===== src/rtl/genesis_pad_scanner_if.sv =====
// rtl/genesis_pad_scanner_if.sv - pad pins in, select line and per-pad results out
// master is the scanner side; slave is the pad/consumer side.
interface genesis_pad_scanner_if #(
  parameter int NUM_PADS = 2
);
  logic [NUM_PADS-1:0]    PIN_UP_Z;
  logic [NUM_PADS-1:0]    PIN_DOWN_Y;
  logic [NUM_PADS-1:0]    PIN_LEFT_X;
  logic [NUM_PADS-1:0]    PIN_RIGHT_MODE;
  logic [NUM_PADS-1:0]    PIN_A_B;
  logic [NUM_PADS-1:0]    PIN_START_C;
  logic                   select;
  logic [12*NUM_PADS-1:0] buttons;
  logic [12*NUM_PADS-1:0] pressed;
  logic [NUM_PADS-1:0]    six_button;
  logic                   frame_done;

  modport master (
    input  PIN_UP_Z, PIN_DOWN_Y, PIN_LEFT_X, PIN_RIGHT_MODE, PIN_A_B, PIN_START_C,
    output select, buttons, pressed, six_button, frame_done
  );

  modport slave (
    output PIN_UP_Z, PIN_DOWN_Y, PIN_LEFT_X, PIN_RIGHT_MODE, PIN_A_B, PIN_START_C,
    input  select, buttons, pressed, six_button, frame_done
  );
endinterface


===== src/rtl/genesis_pad_scanner.sv =====
// rtl/genesis_pad_scanner.sv - multi-pad Genesis 3/6-button scanner
// One shared select line, per-pad 6-button detect, frame debounce and press pulses.
module genesis_pad_scanner #(
  parameter int NUM_PADS        = 2,
  parameter int PHASE_CYCLES    = 1000,
  parameter int GAP_CYCLES      = 12000,
  parameter int DEBOUNCE_FRAMES = 2
) (
  input  logic                  clk,
  input  logic                  reset_fixed,
  input  logic                  enable,
  genesis_pad_scanner_if.master pads
);

  localparam int PW = (PHASE_CYCLES > 1) ? $clog2(PHASE_CYCLES) : 1;
  localparam int GW = (GAP_CYCLES > 1) ? $clog2(GAP_CYCLES) : 1;
  localparam logic [PW-1:0] PHASE_LAST = PW'(PHASE_CYCLES - 1);
  localparam logic [GW-1:0] GAP_LAST   = GW'(GAP_CYCLES - 1);
  localparam logic [4:0]    DB_NEED    = 5'(DEBOUNCE_FRAMES);

  localparam int B_UP    = 11;
  localparam int B_DOWN  = 10;
  localparam int B_LEFT  = 9;
  localparam int B_RIGHT = 8;
  localparam int B_A     = 7;
  localparam int B_B     = 6;
  localparam int B_C     = 5;
  localparam int B_X     = 4;
  localparam int B_Y     = 3;
  localparam int B_Z     = 2;
  localparam int B_START = 1;
  localparam int B_MODE  = 0;

  // Extra buttons only a 6-button pad can report.
  localparam logic [11:0] SIX_ONLY = 12'h01D;

  typedef enum logic [3:0] {
    S_GAP, S_P0, S_P1, S_P2, S_P3, S_P4, S_P5, S_P6, S_P7
  } state_t;

  state_t                 state_q;
  logic [PW-1:0]          phase_cnt_q;
  logic [GW-1:0]          gap_cnt_q;
  logic                   select_q;
  logic                   frame_done_q;
  logic [12*NUM_PADS-1:0] buttons_q;
  logic [12*NUM_PADS-1:0] pressed_q;
  logic [NUM_PADS-1:0]    six_q;
  logic [NUM_PADS-1:0]    det_q;
  logic [11:0]            raw_q      [NUM_PADS];
  logic [11:0]            prev_raw_q [NUM_PADS];
  logic [3:0]             db_cnt_q   [NUM_PADS];

  logic [11:0]            frame_raw_d [NUM_PADS];
  logic [3:0]             db_cnt_d    [NUM_PADS];
  logic [12*NUM_PADS-1:0] buttons_d;
  logic [12*NUM_PADS-1:0] pressed_d;

  // End-of-frame results, committed only on the last cycle of P7.
  always_comb begin
    buttons_d = buttons_q;
    pressed_d = '0;
    for (int p = 0; p < NUM_PADS; p++) begin
      frame_raw_d[p] = det_q[p] ? raw_q[p] : (raw_q[p] & ~SIX_ONLY);
      if (frame_raw_d[p] != prev_raw_q[p]) begin
        db_cnt_d[p] = 4'd0;
      end else if (db_cnt_q[p] == 4'hF) begin
        db_cnt_d[p] = 4'hF;
      end else begin
        db_cnt_d[p] = db_cnt_q[p] + 4'd1;
      end
      if (({1'b0, db_cnt_d[p]} + 5'd1) >= DB_NEED) begin
        buttons_d[12*p +: 12] = frame_raw_d[p];
      end
      pressed_d[12*p +: 12] = buttons_d[12*p +: 12] & ~buttons_q[12*p +: 12];
    end
  end

  always_ff @(posedge clk) begin
    if (!reset_fixed) begin
      state_q      <= S_GAP;
      gap_cnt_q    <= GAP_LAST;
      phase_cnt_q  <= '0;
      select_q     <= 1'b1;
      frame_done_q <= 1'b0;
      buttons_q    <= '0;
      pressed_q    <= '0;
      six_q        <= '0;
      det_q        <= '0;
      for (int p = 0; p < NUM_PADS; p++) begin
        raw_q[p]      <= '0;
        prev_raw_q[p] <= '0;
        db_cnt_q[p]   <= '0;
      end
    end else begin
      frame_done_q <= 1'b0;
      pressed_q    <= '0;
      if (state_q == S_GAP) begin
        // Terminal count is held while enable is low, so re-enabling starts P0 on the next edge.
        if (gap_cnt_q == GAP_LAST) begin
          if (enable) begin
            state_q     <= S_P0;
            phase_cnt_q <= '0;
            select_q    <= 1'b1;
          end
        end else begin
          gap_cnt_q <= gap_cnt_q + 1'b1;
        end
      end else if (phase_cnt_q != PHASE_LAST) begin
        phase_cnt_q <= phase_cnt_q + 1'b1;
      end else begin
        phase_cnt_q <= '0;
        for (int p = 0; p < NUM_PADS; p++) begin
          case (state_q)
            S_P1: begin
              raw_q[p][B_A]     <= ~pads.PIN_A_B[p];
              raw_q[p][B_START] <= ~pads.PIN_START_C[p];
            end
            S_P2: begin
              raw_q[p][B_UP]    <= ~pads.PIN_UP_Z[p];
              raw_q[p][B_DOWN]  <= ~pads.PIN_DOWN_Y[p];
              raw_q[p][B_LEFT]  <= ~pads.PIN_LEFT_X[p];
              raw_q[p][B_RIGHT] <= ~pads.PIN_RIGHT_MODE[p];
              raw_q[p][B_B]     <= ~pads.PIN_A_B[p];
              raw_q[p][B_C]     <= ~pads.PIN_START_C[p];
            end
            S_P5: det_q[p] <= ~pads.PIN_UP_Z[p] & ~pads.PIN_DOWN_Y[p];
            S_P6: begin
              raw_q[p][B_Z]    <= ~pads.PIN_UP_Z[p];
              raw_q[p][B_Y]    <= ~pads.PIN_DOWN_Y[p];
              raw_q[p][B_X]    <= ~pads.PIN_LEFT_X[p];
              raw_q[p][B_MODE] <= ~pads.PIN_RIGHT_MODE[p];
            end
            default: ;
          endcase
        end
        if (state_q == S_P7) begin
          state_q      <= S_GAP;
          gap_cnt_q    <= '0;
          select_q     <= 1'b1;
          frame_done_q <= 1'b1;
          buttons_q    <= buttons_d;
          pressed_q    <= pressed_d;
          six_q        <= det_q;
          for (int p = 0; p < NUM_PADS; p++) begin
            prev_raw_q[p] <= frame_raw_d[p];
            db_cnt_q[p]   <= db_cnt_d[p];
          end
        end else begin
          // P0..P7 alternate high/low, so the next phase's select is the inverse.
          state_q  <= state_t'(state_q + 4'd1);
          select_q <= ~select_q;
        end
      end
    end
  end

  assign pads.select     = select_q;
  assign pads.buttons    = buttons_q;
  assign pads.pressed    = pressed_q;
  assign pads.six_button = six_q;
  assign pads.frame_done = frame_done_q;

endmodule


===== src/flat_wrapper.sv =====
// flat-port wrapper written by rule: the top's interface ports become plain ports
module genesis_pad_scanner_flat 
#(
  parameter int NUM_PADS        = 2,
  parameter int PHASE_CYCLES    = 1000,
  parameter int GAP_CYCLES      = 12000,
  parameter int DEBOUNCE_FRAMES = 2
)
  (clk, reset_fixed, enable, pads_PIN_UP_Z, pads_PIN_DOWN_Y, pads_PIN_LEFT_X, pads_PIN_RIGHT_MODE, pads_PIN_A_B, pads_PIN_START_C, pads_select, pads_buttons, pads_pressed, pads_six_button, pads_frame_done);
  genesis_pad_scanner_if #(.NUM_PADS(NUM_PADS)) pads_i ();
  input  logic clk;
  input  logic reset_fixed;
  input  logic enable;
  input wire logic [$bits(pads_i.PIN_UP_Z)-1:0] pads_PIN_UP_Z;
  input wire logic [$bits(pads_i.PIN_DOWN_Y)-1:0] pads_PIN_DOWN_Y;
  input wire logic [$bits(pads_i.PIN_LEFT_X)-1:0] pads_PIN_LEFT_X;
  input wire logic [$bits(pads_i.PIN_RIGHT_MODE)-1:0] pads_PIN_RIGHT_MODE;
  input wire logic [$bits(pads_i.PIN_A_B)-1:0] pads_PIN_A_B;
  input wire logic [$bits(pads_i.PIN_START_C)-1:0] pads_PIN_START_C;
  output wire logic [$bits(pads_i.select)-1:0] pads_select;
  output wire logic [$bits(pads_i.buttons)-1:0] pads_buttons;
  output wire logic [$bits(pads_i.pressed)-1:0] pads_pressed;
  output wire logic [$bits(pads_i.six_button)-1:0] pads_six_button;
  output wire logic [$bits(pads_i.frame_done)-1:0] pads_frame_done;
  assign pads_i.PIN_UP_Z = pads_PIN_UP_Z;
  assign pads_i.PIN_DOWN_Y = pads_PIN_DOWN_Y;
  assign pads_i.PIN_LEFT_X = pads_PIN_LEFT_X;
  assign pads_i.PIN_RIGHT_MODE = pads_PIN_RIGHT_MODE;
  assign pads_i.PIN_A_B = pads_PIN_A_B;
  assign pads_i.PIN_START_C = pads_PIN_START_C;
  assign pads_select = pads_i.select;
  assign pads_buttons = pads_i.buttons;
  assign pads_pressed = pads_i.pressed;
  assign pads_six_button = pads_i.six_button;
  assign pads_frame_done = pads_i.frame_done;
  genesis_pad_scanner #(.NUM_PADS(NUM_PADS), .PHASE_CYCLES(PHASE_CYCLES), .GAP_CYCLES(GAP_CYCLES), .DEBOUNCE_FRAMES(DEBOUNCE_FRAMES)) u_core (.clk(clk), .reset_fixed(reset_fixed), .enable(enable), .pads(pads_i));
endmodule

===== config.mk =====
export PLATFORM = sky130hd
export DESIGN_NAME = genesis_pad_scanner_flat
export DESIGN_NICKNAME = d
export VERILOG_FILES = /design/src/rtl/genesis_pad_scanner_if.sv /design/src/rtl/genesis_pad_scanner.sv /design/src/flat_wrapper.sv
export SDC_FILE = /design/constraint.sdc
export NUM_CORES = 1
export LEC_CHECK = 0
export BUFFER_PORTS_ARGS = -buffer_cell sky130_fd_sc_hd__buf_2
export CORE_UTILIZATION = 55
export CTS_CLUSTER_DIAMETER = 80
export DETAILED_ROUTE_END_ITERATION = 16
export GPL_TIMING_DRIVEN = 1
export PLACE_DENSITY = 0.74
export SYNTH_ARGS = -nofsm -noshare
export SYNTH_HDL_FRONTEND = slang
export SYNTH_SLANG_ARGS = --single-unit

===== constraint.sdc =====
create_clock -name clk -period 9.7 [get_ports clk]
set_input_delay 0.97 -clock clk [delete_from_list [all_inputs] [get_ports clk]]
set_output_delay 0.97 -clock clk [all_outputs]
set_load 0.01 [all_outputs]

* Word-level counts from Yosys, hierarchy flattened
Memory sizes are Yosys's and may differ from the RTL's. Index checks and enable logic that the tools add are counted.
Word-level totals: bits in registers 82, bits in latches 0, memory bits (writable) 56, ROM bits 0, input bits 15, output and inout bits 52, memories kept 3
Cells by class: add/subtract/negate cells 7, multiply operators 0, div/mod/pow operators 0, magnitude comparators 2, eq/ne operators 15, shift operators 0, muxes and demuxes 75, bitwise gates (word level) 51, reductions and logical operators 8
Memories:
- u_core.prev_raw_q | words 2, bits a word 12, read ports 2, clocked after memory_dff 0, wr ports 2, RTL line genesis_pad_scanner.sv:51 | logic [11:0] prev_raw_q [NUM_PADS];
- u_core.raw_q | words 2, bits a word 12, read ports 2, clocked after memory_dff 0, wr ports 2, RTL line genesis_pad_scanner.sv:50 | logic [11:0] raw_q [NUM_PADS];
- u_core.db_cnt_q | words 2, bits a word 4, read ports 2, clocked after memory_dff 0, wr ports 2, RTL line genesis_pad_scanner.sv:52 | logic [3:0] db_cnt_q [NUM_PADS];
Operator list (number):
- $mux 14 | 4
- $mux 1 | 50
- $mux 12 | 4
- $mux 4 | 11
- $mux 10 | 4
- $or 1x1->1 | 28
- $and 12x12->12 | 2
- $ne 12x12->1 | 2
- $not 12->12 | 2
- $not 1->1 | 17
- $add 14x1->14 const B | 1
- $eq 14x14->1 const B | 1
- $add 4x1->4 const B | 3
- $eq 4x4->1 const B | 3
- $reduce_and 3->1 | 4
- $add 10x1->10 const B | 1
- $add 4x1->5 const B | 2
- $ge 5x2->1 const B | 2
- $mux 5 | 2
- $ne 10x10->1 const B | 1
- $eq 4x2->1 const B | 2
- $eq 4x3->1 const B | 2
- $ne 2x2->1 const B | 3
- $logic_not 4->1 | 1
- other kinds (5) | 6

* Depth between registers and ports, before layout
Gate-level depths: netlist (run 1). An unclocked memory read counts as a cell.
depth in word-level cells 8, gate-level depth with buffers 11

* Worst setup path before layout (run 1)
No wires, ideal clock.
kind reg-to-reg, start register u_core.phase_cnt_q[0], end memory u_core.db_cnt_q[0][0], enable pin, library setup time 473 ps, arrival 3658 ps, required time 9227 ps, setup slack 5569 ps, stages on the path, launching flop included 6, path buffers 1, clock period less this slack 4131 ps, cell sequence dfxtp_1 > ha_1 > nand4_1 > or4_1 > buf_6 > o21ai_0
RTL lines:
- start: declaration | RTL line genesis_pad_scanner.sv:42 | logic [PW-1:0] phase_cnt_q;
- start signal: assignment | RTL line genesis_pad_scanner.sv:110 | phase_cnt_q <= phase_cnt_q + 1'b1;
- end: declaration | RTL line genesis_pad_scanner.sv:52

==> metrics list, run 1 <==
- Final period util: 0.3419
* Total vias in the final route: around 4.2k
* Synthesized netlist net count: 558
- Highest achievable clock rate: 0.3016 GHz
* Portion of synthesized cell area occupied by the leading cell type: 0.2848
* Clock root cell: sky130_fd_sc_hd__clkbuf_8
* Max-cap violation count: 0
- Number of global-route vias before repair: 4049
- The core region is 0.01037 mm².
- Die area: 0.01115 mm²
- Clock slew at reported path FFs: roughly 0.060 ns
* Initial DRT Pass Iterations: 5
* Worst R2R Path Depth: 9
- Tightest Pin Transition: 1.202 ns
- In this run the power density over the cells is 191.7 mW/mm².
* Post-synthesis instance area: 0.005904 mm²
- The worst setup path is launched from a flip-flop.
- Cell internal power was estimated by the tool at 1.009 mW.
- Share of flip-flops with an asynchronous set or reset after synthesis: 0
- Clock network fraction of total power: 0.448
- Setup violations remaining at the end of the flow were counted as 0.
- Final Hold Violating Endpoints: 0
* Die Y-Extent: about 110 µm
* Endpoint arrival time on the critical path: 3.75 ns
- TritonCTS built the clock tree.
- Per-cell routed wire length: between 15 and 20 µm
- CTS saw 138 sinks.
- The number of antenna diodes in the final layout is 0.
- In the global route stage, overall resource usage came out at 0.2248.
* Total of cells resized after clock tree synthesis: 0
- TritonCTS created 17 clock buffers.
- Synthesized flop and latch total: 138
- Slew Limit Fails: 0
- Synth Warn #: 0
- P&R area growth vs syn: 15.49%
- The floorplan step set the die width to 105.6 µm.
- The run finished with clean final reports.
- In this run the worst hold path is classified as flip-flop to flip-flop.
- Cell area after placement: roughly 0.0063 mm²
- Most frequent cells after synthesis: sky130_fd_sc_hd__dfxtp_1 (82), sky130_fd_sc_hd__edfxtp_1 (56), sky130_fd_sc_hd__nor2_1 (46), sky130_fd_sc_hd__nand2_1 (36), sky130_fd_sc_hd__and3_1 (29)
* Global-route wire length before repair: 19420 µm
- Initial antenna violation count: 0
* Total Routed Length: about 12000 µm
- Gate Count Post-Synth: between 500 and 600
- Sequential cell area: 0.003323 mm²
- Total congestion overflow after global routing: 0
- At the end of routability-driven placement, the weighted congestion stood at 0.7712.
* Critical path endpoint: u_core.pads.buttons[12]$_SDFFE_PN0P_
- WL met3: 401 µm
- In the final layout, the multi-input gates occupy roughly 0.0024 mm².
- Routed met2 length: 6103 µm
* Count of routing violations after the opening detailed-route iteration: 181
- Area contributors post-synth: sky130_fd_sc_hd__edfxtp_1 (28%), sky130_fd_sc_hd__dfxtp_1 (28%), sky130_fd_sc_hd__and3_1 (3.1%), sky130_fd_sc_hd__xnor2_1 (3.0%), sky130_fd_sc_hd__nor2_1 (2.9%)
- Number of flops mapped to enable cells by yosys: 56
* Layout Cell Area excl Fill: 0.006819 mm²
* Type of the worst setup path: flip-flop to flip-flop
- In the final routing, the length of wire on met1 measures ~5200 µm.
- Highest metal layer with signal wires: met4
- The clock tree synthesis step divided the H-tree into 4 levels.
* Pin count of the biggest net entering global routing: 77
- A synthesized cell averages 11.06 µm².
- Number of buffers on the longest clock path: 2
- Rows: 37
* Switching Share: 0.2280
- Unrepaired setup endpoints after global routing: false
- Total power after layout: between 1 and 1.5 mW
* Largest vdd supply drop: about 140 µV
- Summed over all nets, the half-perimeter wirelength after detailed placement is just under 8000 µm.
- Register share of total power: 0.489
- Endpoint of the worst register-to-register path: u_core.pads.buttons[12]$_SDFFE_PN0P_
- Buffers added to address setup during post-CTS repair amount to 0.
* Count of buffers from port buffering: 66
- Of all nets on the critical path, the largest fanout is 17.
- Once detail routing completed, the nets flagged for antenna violations numbered 0.
- For this design the static power due to leakage is 2.726 nW.
- The worst register-to-register path begins at u_core.det_q[1]$_SDFFE_PN0P_.
- Sequential-to-total area share from yosys stat: 0.5628
* Worst EP required: 10.14 ns
- The worst setup path is captured at a flip-flop.
- In the post-synthesis netlist, the cell with the most instances is sky130_fd_sc_hd__dfxtp_1.
- Worst clock skew: 0.006853 ns
- Fill cells in the final layout number about 840.
* Fraction of the core area covered by cells at the end of the flow: 0.6576
- In this run, distinct cell masters in the synthesized netlist total 57.
- After detailed routing, the number of remaining DRC violations is 0.
* Max_slew headroom: 0.1985
- Number of placed I/O pins: 67
- The most critical setup path has its startpoint at u_core.det_q[1]$_SDFFE_PN0P_.
- Top_reg_cell synth: sky130_fd_sc_hd__dfxtp_1
* Dominant cell type by area after synthesis: sky130_fd_sc_hd__edfxtp_1
- Shortest period the worst path allows: around 3.3 ns
- Via density per instance: 5.638
- After the last flow step, the layout net total stands at 621.
- Hold Buf Count CTS: 0
- Clock insertion delay at the later pin of the skew report: between 0.5 and 0.6 ns
- In the final layout, the share of cells above drive strength 1 is 0.1836.
* Worst setup slack for register-to-register paths: 6.38 ns
- The share of total power dissipated in combinational logic is 0.062.
- P_sw: 0.2980 mW
* Final sum of negative setup slack: 0 ns
- For this configuration, the core starts out at a cell density of 0.5694.
## routing by layer
layer | track usage | up-vias
met5 | 0 | -
met4 | 0.07242 | 0
met3 | 0.06246 | 15
met2 | 0.3966 | 70
met1 | 0.2646 | 2060
li1 | - | 2061
## cell usage in the layout, fill, tap and decap left out, types with 3 or more instances in the layout
cell	Yosys	final
sky130_fd_sc_hd__dfxtp_1	82	82
sky130_fd_sc_hd__buf_2	1	66
sky130_fd_sc_hd__edfxtp_1	56	56
sky130_fd_sc_hd__nor2_1	46	46
sky130_fd_sc_hd__nand2_1	36	36
sky130_fd_sc_hd__and3_1	29	29
sky130_fd_sc_hd__nand3_1	24	24
sky130_fd_sc_hd__xnor2_1	20	20
sky130_fd_sc_hd__o21ai_0	20	19
sky130_fd_sc_hd__xor2_1	18	18
sky130_fd_sc_hd__nor3b_1	18	18
sky130_fd_sc_hd__clkbuf_16	0	16
sky130_fd_sc_hd__a21oi_1	13	13
sky130_fd_sc_hd__mux2i_1	13	13
sky130_fd_sc_hd__nor3_1	12	12
sky130_fd_sc_hd__nand4_1	11	11
sky130_fd_sc_hd__nor2b_1	11	11
sky130_fd_sc_hd__inv_1	10	10
sky130_fd_sc_hd__ha_1	9	9
sky130_fd_sc_hd__nor3b_2	8	8
sky130_fd_sc_hd__a32o_1	8	8
sky130_fd_sc_hd__a22o_1	8	8
sky130_fd_sc_hd__and2_1	5	5
sky130_fd_sc_hd__clkinv_2	0	5
sky130_fd_sc_hd__a211oi_1	4	4
sky130_fd_sc_hd__a21boi_0	4	4
sky130_fd_sc_hd__nand2b_1	4	4
sky130_fd_sc_hd__nor4b_1	4	4
sky130_fd_sc_hd__clkinv_1	0	4
sky130_fd_sc_hd__nand4b_1	3	3
sky130_fd_sc_hd__nor4_1	3	3
sky130_fd_sc_hd__clkbuf_1	14	3
## through the flow
step	hold slack, ns	setup WS (ns)	std cells
final	0.4433	6.384	746
after global routing	0.4670	6.138	746
after CTS	0.4452	6.426	746
after detailed placement	0.4339	6.567	714
after global placement	0.4263	6.711	714
after floorplan	0.4636	5.569	534
## layout make-up
cell class | instances | area share
clock buffer | 20 | 0.06239
tap | 136 | 0.02495
inverter | 10 | 0.005505
clock inverter | 12 | 0.01578
timing repair buffer | 68 | 0.05064
sequential | 138 | 0.4873
multi-input combinational | 362 | 0.3534
## worst min-delay path by stage
stage	start	endpoint	slack [ns]	cells past startpoint
floorplan	u_core.phase_cnt_q[9]$_SDFFE_PN0P_	u_core.phase_cnt_q[9]$_SDFFE_PN0P_	0.46	2
global placement	u_core.pads.buttons[4]$_SDFFE_PN0P_	u_core.pads.pressed[4]$_SDFF_PP0_	0.43	1
detailed placement	u_core.pads.buttons[14]$_SDFFE_PN0P_	u_core.pads.pressed[14]$_SDFF_PP0_	0.43	1
CTS	u_core.pads.buttons[2]$_SDFFE_PN0P_	u_core.pads.pressed[2]$_SDFF_PP0_	0.45	1
global route	u_core.pads.buttons[8]$_SDFFE_PN0P_	u_core.pads.pressed[8]$_SDFF_PP0_	0.47	1
finish	u_core.pads.buttons[2]$_SDFFE_PN0P_	u_core.pads.pressed[2]$_SDFF_PP0_	0.44	1
## registers in the layout (all words and copies together) (netlist names)
name / count
u_core.db_cnt_q: 8
u_core.det_q: 2
u_core.gap_cnt_q: 14
u_core.pads.buttons: 24
u_core.pads.frame_done: 1
u_core.pads.pressed: 24
u_core.pads.select: 1
u_core.pads.six_button: 2
u_core.phase_cnt_q: 10
u_core.prev_raw_q: 24
u_core.raw_q: 24
u_core.state_q: 4
## worst max-delay path, stage by stage, from the launching register on
cell	delay (ns)
sky130_fd_sc_hd__dfxtp_1	0.61
sky130_fd_sc_hd__nor4bb_1	0.30
sky130_fd_sc_hd__a22oi_1	0.12
sky130_fd_sc_hd__a211oi_1	0.33
sky130_fd_sc_hd__and2_1	0.21
sky130_fd_sc_hd__a21boi_0	0.20
sky130_fd_sc_hd__ha_1	0.16
sky130_fd_sc_hd__nand2b_1	0.06
sky130_fd_sc_hd__a21oi_1	0.94
sky130_fd_sc_hd__mux2i_1	0.30
## cells by family (layout without fill, tap and decap cells)
logic type               count (synthesis)  after routing  share of synthesized area
buffers and inverters                   34            110                    0.02966
multiplexers                            13             13                    0.02204
adder cells (fa/ha/maj)                  9              9                    0.01907
AND/OR/NAND/NOR                        228            228                     0.2219
AO/OA/AOI/OAI                           74             74                    0.08816
flip-flops                             138            138                     0.5628
XOR/XNOR                                38             38                    0.05637
## power groups by stage
| stage | sequential, mW | combinational (mW) | clock [mW] |
|---|---|---|---|
| floorplan | 0.647 | 0.0597 | 0 |
| global placement | 0.650 | 0.0790 | 0 |
| detailed placement | 0.651 | 0.0817 | 0 |
| CTS | 0.639 | 0.0823 | 0.593 |
| global route | 0.641 | 0.0938 | 0.620 |
| finish | 0.639 | 0.0815 | 0.586 |
Note: power is estimated with default switching activity, not from simulation.
==> run 2: changes to the inputs <==
- ABC_AREA: not set -> 1
- PLACE_DENSITY: 0.74 -> 0.73
- clock period: 9.7 -> 3.18 ns (I/O delays scaled with it)
==> run 2 against run 1 <==
Effect of this change: non-clock buffer count grew 5; global-route usage grew 2.7 points; hold slack worse by 0.27 ns; combinational power increased to 12 times the previous value; cell area is 9.7% higher; total power rose to 3.9 times the previous value; worst setup slack lost 5.8 ns; first-iteration DRC count grew 130%; critical path type unchanged; highest routed layer unchanged.
==> metrics list, run 2 <==
- Shortest period the worst path allows: 2.635 ns (-0.6814 ns)
- Number of sinks driven by the clock tree: 138 (unchanged)
- The reported leakage power was 3.853 nW (+41%).
- Worst clock skew: 0.006965 ns (+0.0001120 ns)
- Share of layout cells above drive strength 1: 0.1372 (-0.04644)
* Via density per instance: 5.149 (-8.7%)
- The synthesized design spends more area on one cell type than any other, namely sky130_fd_sc_hd__edfxtp_1.
- Total half-perimeter wirelength after legalization and detailed placement: 9944 µm (+26%)
- The number of instances resized during post-cts repair is 0 (unchanged).
- Initial DRT Pass Iterations: 5 (unchanged)
* Pre-CTS WS: 0.6037 ns (-5.963 ns)
- The total core area came to 0.01137 mm² (+9.6%).
- The pin count of the biggest net entering global routing came to 32 (-58%).
* Floorplan die width: 110.0 µm (+4.1%)
- The number of primary I/O pins came to 67 (unchanged).
- Rows: 39 (+5.4%)
* Cell area after placement: 0.006887 mm² (+9.6%)
- The finished layout cell area came to 0.007477 mm² (+9.7%).
* Count of buffers from port buffering: 66 (unchanged)
* Clock slew at reported path FFs: 0.06 ns (about the same)
- Sequential-to-total area share from yosys stat: 0.5182 (-0.04459)
* Post-synthesis instance area: 0.006412 mm² (+8.6%)
* Number of global-route vias before repair: 4841 (+20%)
* Portion of synthesized cell area occupied by the leading cell type: 0.2622 (-0.02256)
* Number of flops mapped to enable cells by yosys: 56 (unchanged)
- Final sum of negative setup slack: 0 ns (unchanged)
* Post-detailed-route count of antenna-violating nets: 0 (unchanged)
- Hold Buf Count CTS: 0 (unchanged)
- CTS buffer count: 17 (unchanged)
- TritonCTS built the clock tree.
- The final estimated routing congestion in global placement is 0.8900 (+15%).
* Global-route wire length before repair: 23070 µm (+19%)
- Setup repair after global routing left no endpoint under its margin.
- Max_slew headroom: 0.5401 (+0.3416)
* Critical path peak fanout: 23 (+6)
- Top library cells by usage in the layout, fill and taps aside: sky130_fd_sc_hd__nand2_1 (214), sky130_fd_sc_hd__inv_1 (137), sky130_fd_sc_hd__nor2_1 (97)
- Share of flip-flops with an asynchronous set or reset after synthesis: 0 (unchanged)
* H-tree lvl count: 4 (unchanged)
- The maximum resistive drop on vdd came to 525.3 µV (+280%).
* Library cell with the highest instance count after synthesis: sky130_fd_sc_hd__nand2_1
- The flip-flop and latch count after synthesis was 138 (unchanged).
* Synth Warn #: 0 (unchanged)
- The synthesized instance count came to 817 (+53%).
- Tightest Pin Transition: 0.6827 ns (-0.5196 ns)
* Count of routing violations after the opening detailed-route iteration: 425 (+130%)
* Initial antenna violation count: 0 (unchanged)
- Area contributors post-synth: sky130_fd_sc_hd__edfxtp_1 (26%), sky130_fd_sc_hd__dfxtp_1 (26%), sky130_fd_sc_hd__nand2_1 (13%), sky130_fd_sc_hd__inv_1 (8.0%), sky130_fd_sc_hd__nor2_1 (5.7%)
- Endpoint arrival time on the critical path: 3.00 ns (-0.75 ns)
* Most common cell after layout, fill and taps aside: sky130_fd_sc_hd__nand2_1
- Status: finished clean
- Endpoint kind of the worst setup timing path: flip-flop
- Synthesized netlist net count: 841 (+51%)
- Highest achievable clock rate: 0.3796 GHz (+26%)
- Die Y-Extent: 110.0 µm (+4.1%)
- Final period util: 0.8285 (+0.4866)
- The average cell area after synthesis is 7.849 µm² (-29%).
- # nets final: 915 (+47%)
- The max-slew violation count came to 0 (unchanged).
- The total power per unit cell area was 673.2 mW/mm² (+250%).
- Final worst slack: 0.5454 ns (-5.839 ns)
- The required arrival time at the worst endpoint came to 3.54 ns (-6.60 ns).
- The number of setup violations in the final report came to 0 (unchanged).
- The all-layer global routing usage is 0.2522 (+0.02737).
* Starting Density: 0.5640 (-0.005385)
- Counting instances in the post-synthesis netlist gives the leading cell types as sky130_fd_sc_hd__nand2_1 (214), sky130_fd_sc_hd__inv_1 (137), sky130_fd_sc_hd__nor2_1 (97), sky130_fd_sc_hd__dfxtp_1 (82), sky130_fd_sc_hd__nand3_1 (63).
- Clock tree synthesis selected as its root buffer the cell sky130_fd_sc_hd__clkbuf_16.
* Final Hold Violating Endpoints: 0 (unchanged)
* Clock insertion delay at the later pin of the skew report: 0.42 ns (-0.10 ns)
* Type of the worst setup path: flip-flop to flip-flop
- Count of different cell masters after synthesis: 37 (-35%)
- Total vias in the final route: 5391 (+28%)
* Fraction of the core area covered by cells at the end of the flow: 0.6576 (about the same)
- Kind of launch point of the worst setup path: flip-flop
- Total Routed Length: 13990 µm (+18%)
* Max-cap violation count: 0 (unchanged)
* Die area: 0.01209 mm² (+8.4%)
- P&R area growth vs syn: 16.60%
- The detail-routed net length per standard cell came to 13.36 µm (-16%).
* Number of antenna repair diodes: 0 (unchanged)
- The tightest min-delay check is of the primary input to flip-flop type.
- The number of DRC violations after detailed routing was 0 (unchanged).
- The final global-route overflow total is 0 (unchanged).
- Number of buffers on the longest clock path: 2 (unchanged)
* Number of post-CTS setup repair buffers: 0 (unchanged)
- Top_reg_cell synth: sky130_fd_sc_hd__dfxtp_1
[run 2: layer usage]
metal	share of wire	GRT usage
met3	0.057	0.05409
met4	0.027	0.1219
met2	0.45	0.3830
met1	0.47	0.3423
met5	0	0
[run 2: final cells by class]
type | instances | area (µm²)
multi-input cells | 515 | 2441
fillers | 970 | 3892
clock buffers | 20 | 436.7
well taps | 143 | 178.9
flip-flops and latches | 138 | 3323
inverters | 146 | 548.0
repair buffers | 73 | 395.4
clock inverters | 12 | 153.9
[run 2: critical path, stage by stage (launching register included)]
cell	delay, ns
sky130_fd_sc_hd__dfxtp_1	0.44
sky130_fd_sc_hd__nand2_1	0.20
sky130_fd_sc_hd__nand2_1	0.12
sky130_fd_sc_hd__nand4_1	0.12
sky130_fd_sc_hd__nor2_1	0.22
sky130_fd_sc_hd__nand2_2	0.11
sky130_fd_sc_hd__inv_2	0.09
sky130_fd_sc_hd__nand2_1	0.07
sky130_fd_sc_hd__ha_1	0.27
sky130_fd_sc_hd__inv_1	0.03
sky130_fd_sc_hd__nor2_1	0.10
sky130_fd_sc_hd__nand2_1	0.10
sky130_fd_sc_hd__nor2_4	0.10
sky130_fd_sc_hd__nand2_2	0.26
sky130_fd_sc_hd__nand2_1	0.17
sky130_fd_sc_hd__nand3_1	0.09
sky130_fd_sc_hd__nand2_1	0.08
[run 2: final timing paths]
check,start,end,slack (ns),cells past startpoint
max,u_core.det_q[1]$_SDFFE_PN0P_,u_core.pads.buttons[19]$_SDFFE_PN0P_,0.55,16
min,pads_PIN_START_C[0],u_core.raw_q[0][5]$_DFFE_PP_,0.18,2
max reg2reg,u_core.det_q[1]$_SDFFE_PN0P_,u_core.pads.buttons[19]$_SDFFE_PN0P_,0.55,16
min reg2reg,u_core.pads.buttons[17]$_SDFFE_PN0P_,u_core.pads.buttons[17]$_SDFFE_PN0P_,0.47,2
[run 2: report_power, final]
part,switching (mW),internal [mW]
logic,0.680,0.281
clock network,0.700,1.29
registers,0.106,1.97
[run 2: cell families (layout without fill, tap and decap cells)]
kind of cell	count (synthesis)	count (layout)	synth area share
adder cells (fa/ha/maj)	9	9	0.01756
flip-flops	138	138	0.5182
AND/OR/NAND/NOR	443	443	0.3019
XOR/XNOR	14	14	0.01912
AO/OA/AOI/OAI	49	49	0.04215
buffers and inverters	164	251	0.1011
[run 2: metrics by stage]
stage                     hold WS [ns]  cells  power (mW)
after global routing            0.1756   1047       5.290
after CTS                       0.1680   1047       5.045
final                           0.1771   1047       5.033
after floorplan                 0.4555    817       2.805
after global placement          0.4425   1015       3.027
after detailed placement        0.4529   1015       3.054
==> run 3: changes to the inputs <==
- clock period: 3.18 -> 2.61 ns (I/O delays scaled with it)
==> run 3 against run 2 <==
Effect of this change: critical path depth grew 4; global-route usage grew 1.0 points; core utilization rose by 1.1 points; highest routed layer unchanged; worst setup slack got worse by 0.37 ns; first-iteration DRC count is 0.94% higher; count of clock-buffer cells in the layout grew 10; sequential power is 22% higher; critical path type unchanged; hold slack got worse by 0.049 ns; sequential share of layout area decreased by 0.73 points; wire length is 6.8% higher; largest cell class unchanged; combinational power grew 24%; fmax increased by 8.2%.
==> metrics list, run 3 (synthesis gave the netlist of run 2 again) <==
- Highest achievable clock rate: 0.4108 GHz (+8.2%)
- The number of H-tree branching levels was 4 (unchanged).
* Shortest period the worst path allows: 2.434 ns (-0.2004 ns)
* Total vias in the final route: 5525 (+2.5%)
* Sequential cell area: 0.003323 mm² (unchanged)
- Total Routed Length: 14930 µm (+6.8%)
- The reported leakage power is 3.913 nW (+1.6%).
- The first-iteration detailed-routing DRC count is 429 (+0.94%).
- The critical path starts at u_core.det_q[0]$_SDFFE_PN0P_.
- The total CTS buffers came to 17 (unchanged).
- The net load switching power came to 1.802 mW (+21%).
* Share of layout cells above drive strength 1: 0.1559 (+0.01878)
- Power density cells: 781.1 mW/mm² (+16%)
* Number of antenna repair diodes: 0 (unchanged)
- The count of nets left with antenna violations after detail routing was 0 (unchanged).
- Combinational power share: 0.201 (+0.010)
- The count of hold buffers inserted by post-cts repair came to 0 (unchanged).
- The all-layer global routing usage came to 0.2624 (+0.01026).
* Global placement routability congestion: 0.8898 (about the same)
- Final Hold Violating Endpoints: 0 (unchanged)
- Pin count of the biggest net entering global routing: 32 (unchanged)
* Total power after layout: 5.938 mW (+18%)
- Count of buffers from port buffering: 66 (unchanged)
* Core area: 0.01137 mm² (unchanged)
- The via count of the first global-routing pass was 5052 (+4.4%).
* Final period util: 0.9326 (+0.1042)
- Global-route wire length before repair: 24070 µm (+4.3%)
- The root buffer cell chosen for the clock tree is sky130_fd_sc_hd__clkbuf_16.
- Floorplan die width: 110.0 µm (unchanged)
- Relative to the synthesized area, the layout overhead comes to 18.56%.
- The library cell used most frequently in the layout, excluding fill and tap cells, is sky130_fd_sc_hd__nand2_1.
- The share of power burned in registers was 0.428 (+0.015).
- Die Y-Extent: 110.0 µm (unchanged)
- The highest net fanout along the worst path is 6 (-74%).
- CTS tree: yes
- The final net count was 928 (+1.4%).
* Tightest Pin Transition: 0.6298 ns (-0.05290 ns)
* Clock insertion delay at the later pin of the skew report: 0.42 ns (about the same)
* Max-cap violation count: 0 (unchanged)
* Total congestion overflow after global routing: 0 (unchanged)
- Die area: 0.01209 mm² (unchanged)
* Endpoint arrival time on the critical path: 2.74 ns (-0.26 ns)
* Worst clock skew: 0.009436 ns (+0.002471 ns)
* Kind of launch point of the worst setup path: flip-flop
- The floorplan row count is 39 (unchanged).
- The area of the multi-input gates came to 0.002484 mm² (+1.7%).
- The startpoint identified for the worst register-to-register timing path is u_core.det_q[0]$_SDFFE_PN0P_.
* Clock slew at reported path FFs: 0.06 ns (about the same)
* Slew Limit Fails: 0 (unchanged)
- The number of primary I/O pins was 67 (unchanged).
* Largest vdd supply drop: 589.5 µV (+12%)
* Critical path endpoint: u_core.pads.buttons[0]$_SDFFE_PN0P_
- The number of antenna violations at the first check in global routing is 0 (unchanged).
- The initial standard-cell utilization of the core came to 0.5640 (unchanged).
- The critical path is of the flip-flop to flip-flop type.
- # fillers: 942 (-2.9%)
- The worst reg-to-reg path cell count is 20 (+4).
- The iteration count of the initial detailed-routing pass is 5 (unchanged).
- The run finished with clean final reports.
* Setup violations, final: 0 (unchanged)
* Number of buffers on the longest clock path: 2 (unchanged)
- The number of DRC violations after detailed routing was 0 (unchanged).
* Via density per instance: 5.212 (+1.2%)
* Final sum of negative setup slack: 0 ns (unchanged)
* Path type of the worst min-delay path: primary input to flip-flop
- Internal Dissipation: 4.136 mW (+17%)
* Per-cell routed wire length: 14.09 µm (+5.5%)
- The headroom to the max-slew limit was 0.5797 (+0.03961).
- Clock network fraction of total power: 0.371 (-0.025)
- In this run the critical register-to-register path is captured at u_core.pads.buttons[0]$_SDFFE_PN0P_.
* Worst setup slack for register-to-register paths: 0.18 ns (-0.37 ns)
- Switching Share: 0.3034 (+0.008140)
* Number of sinks driven by the clock tree: 138 (unchanged)
- The required arrival time at the worst endpoint came to 2.92 ns (-0.62 ns).
- The post-detailed-placement half-perimeter wirelength came to 10500 µm (+5.6%).
- Top library cells by usage in the layout, fill and taps aside: sky130_fd_sc_hd__nand2_1 (213), sky130_fd_sc_hd__inv_1 (136), sky130_fd_sc_hd__nor2_1 (94)
- STA classifies the critical path endpoint as a flip-flop.
[run 3: cell count changes in the layout (fill, tap and decap cells not counted), moves of 3 or more]
cell / delta
sky130_fd_sc_hd__nor2_1: -3
sky130_fd_sc_hd__bufinv_16: -4
sky130_fd_sc_hd__buf_6: +3
sky130_fd_sc_hd__clkbuf_8: +6
sky130_fd_sc_hd__nor2_2: +3
sky130_fd_sc_hd__clkbuf_1: +4
sky130_fd_sc_hd__clkinv_1: -5
sky130_fd_sc_hd__buf_4: +7
[run 3: timing repair]
action,4_1_cts,5_1_grt
pin swaps,1,9
gates cloned,0,1
buffers inserted,2,7
gates resized for setup,0,13
setup endpoints to repair,2,48
[run 3: power by group through the flow]
stage	clock [mW]	combinational, mW	sequential (mW)
6_report	2.20	1.19	2.54
5_1_grt	2.31	1.37	2.56
4_1_cts	2.22	1.18	2.54
3_5_place_dp	0	1.18	2.58
3_3_place_gp	0	1.15	2.57
2_1_floorplan	0	0.867	2.55
[run 3: worst min path at each step]
stage	from	endpoint	slack (ns)	depth (start not counted)
3_3_place_gp	u_core.pads.six_button[1]$_SDFFE_PN0P_	u_core.pads.six_button[1]$_SDFFE_PN0P_	0.43	2
6_report	reset_fixed	u_core.gap_cnt_q[1]$_SDFFE_PN1P_	0.13	2
5_1_grt	pads_PIN_A_B[0]	u_core.raw_q[0][6]$_DFFE_PP_	0.14	2
2_1_floorplan	pads_PIN_RIGHT_MODE[1]	u_core.raw_q[1][0]$_DFFE_PP_	0.45	1
4_1_cts	reset_fixed	u_core.gap_cnt_q[1]$_SDFFE_PN1P_	0.11	2
3_5_place_dp	u_core.pads.six_button[1]$_SDFFE_PN0P_	u_core.pads.six_button[1]$_SDFFE_PN0P_	0.45	2
[run 3: area by class of cell]
class / count / area share
sequential: 138 / 0.4371
multi-input combinational: 516 / 0.3267
inverter: 146 / 0.07242
clock buffer: 30 / 0.07028
timing repair buffer: 85 / 0.06863
tap: 143 / 0.02354
clock inverter: 2 / 0.001317
[run 3: critical path, stage by stage (launching register included)]
cell and delay, ns:
sky130_fd_sc_hd__dfxtp_1 0.37, sky130_fd_sc_hd__nand2_2 0.13, sky130_fd_sc_hd__clkinv_1 0.12, sky130_fd_sc_hd__nand2_1 0.08, sky130_fd_sc_hd__nand2_1 0.05, sky130_fd_sc_hd__clkinv_1 0.04
sky130_fd_sc_hd__nand2_1 0.05, sky130_fd_sc_hd__nor2_2 0.12, sky130_fd_sc_hd__nand2_2 0.09, sky130_fd_sc_hd__inv_2 0.07, sky130_fd_sc_hd__nand2_1 0.07, sky130_fd_sc_hd__ha_1 0.28
sky130_fd_sc_hd__inv_1 0.04, sky130_fd_sc_hd__nor2_1 0.09, sky130_fd_sc_hd__nand2_1 0.09, sky130_fd_sc_hd__nor2_4 0.12, sky130_fd_sc_hd__buf_12 0.15, sky130_fd_sc_hd__buf_6 0.10
sky130_fd_sc_hd__nand3b_1 0.09, sky130_fd_sc_hd__nand2_1 0.11, sky130_fd_sc_hd__nand2_1 0.05
[run 3: per-stage QoR]
stage / cell area (µm²) / instances / util / hold slack [ns] / setup slack [ns]
6_report: 7602 / 1060 / 0.6686 / 0.1283 / 0.1758
5_1_grt: 7602 / 1060 / 0.6686 / 0.1391 / -0.05489
4_1_cts: 7481 / 1052 / 0.6580 / 0.1101 / 0.07042
3_5_place_dp: 6922 / 1018 / 0.6088 / 0.4478 / -0.009290
3_3_place_gp: 6922 / 1018 / 0.6088 / 0.4293 / 0.1518
2_1_floorplan: 6412 / 817 / - / 0.4461 / 0.1627
[run 3: layer usage]
metal | vias to the layer above | global-route usage | part of all wire
li1 | 2771 | - | -
met1 | 2539 | 0.3478 | 0.45
met2 | 190 | 0.4183 | 0.47
met3 | 25 | 0.05232 | 0.059
met4 | 0 | 0.1124 | 0.020
met5 | - | 0 | 0
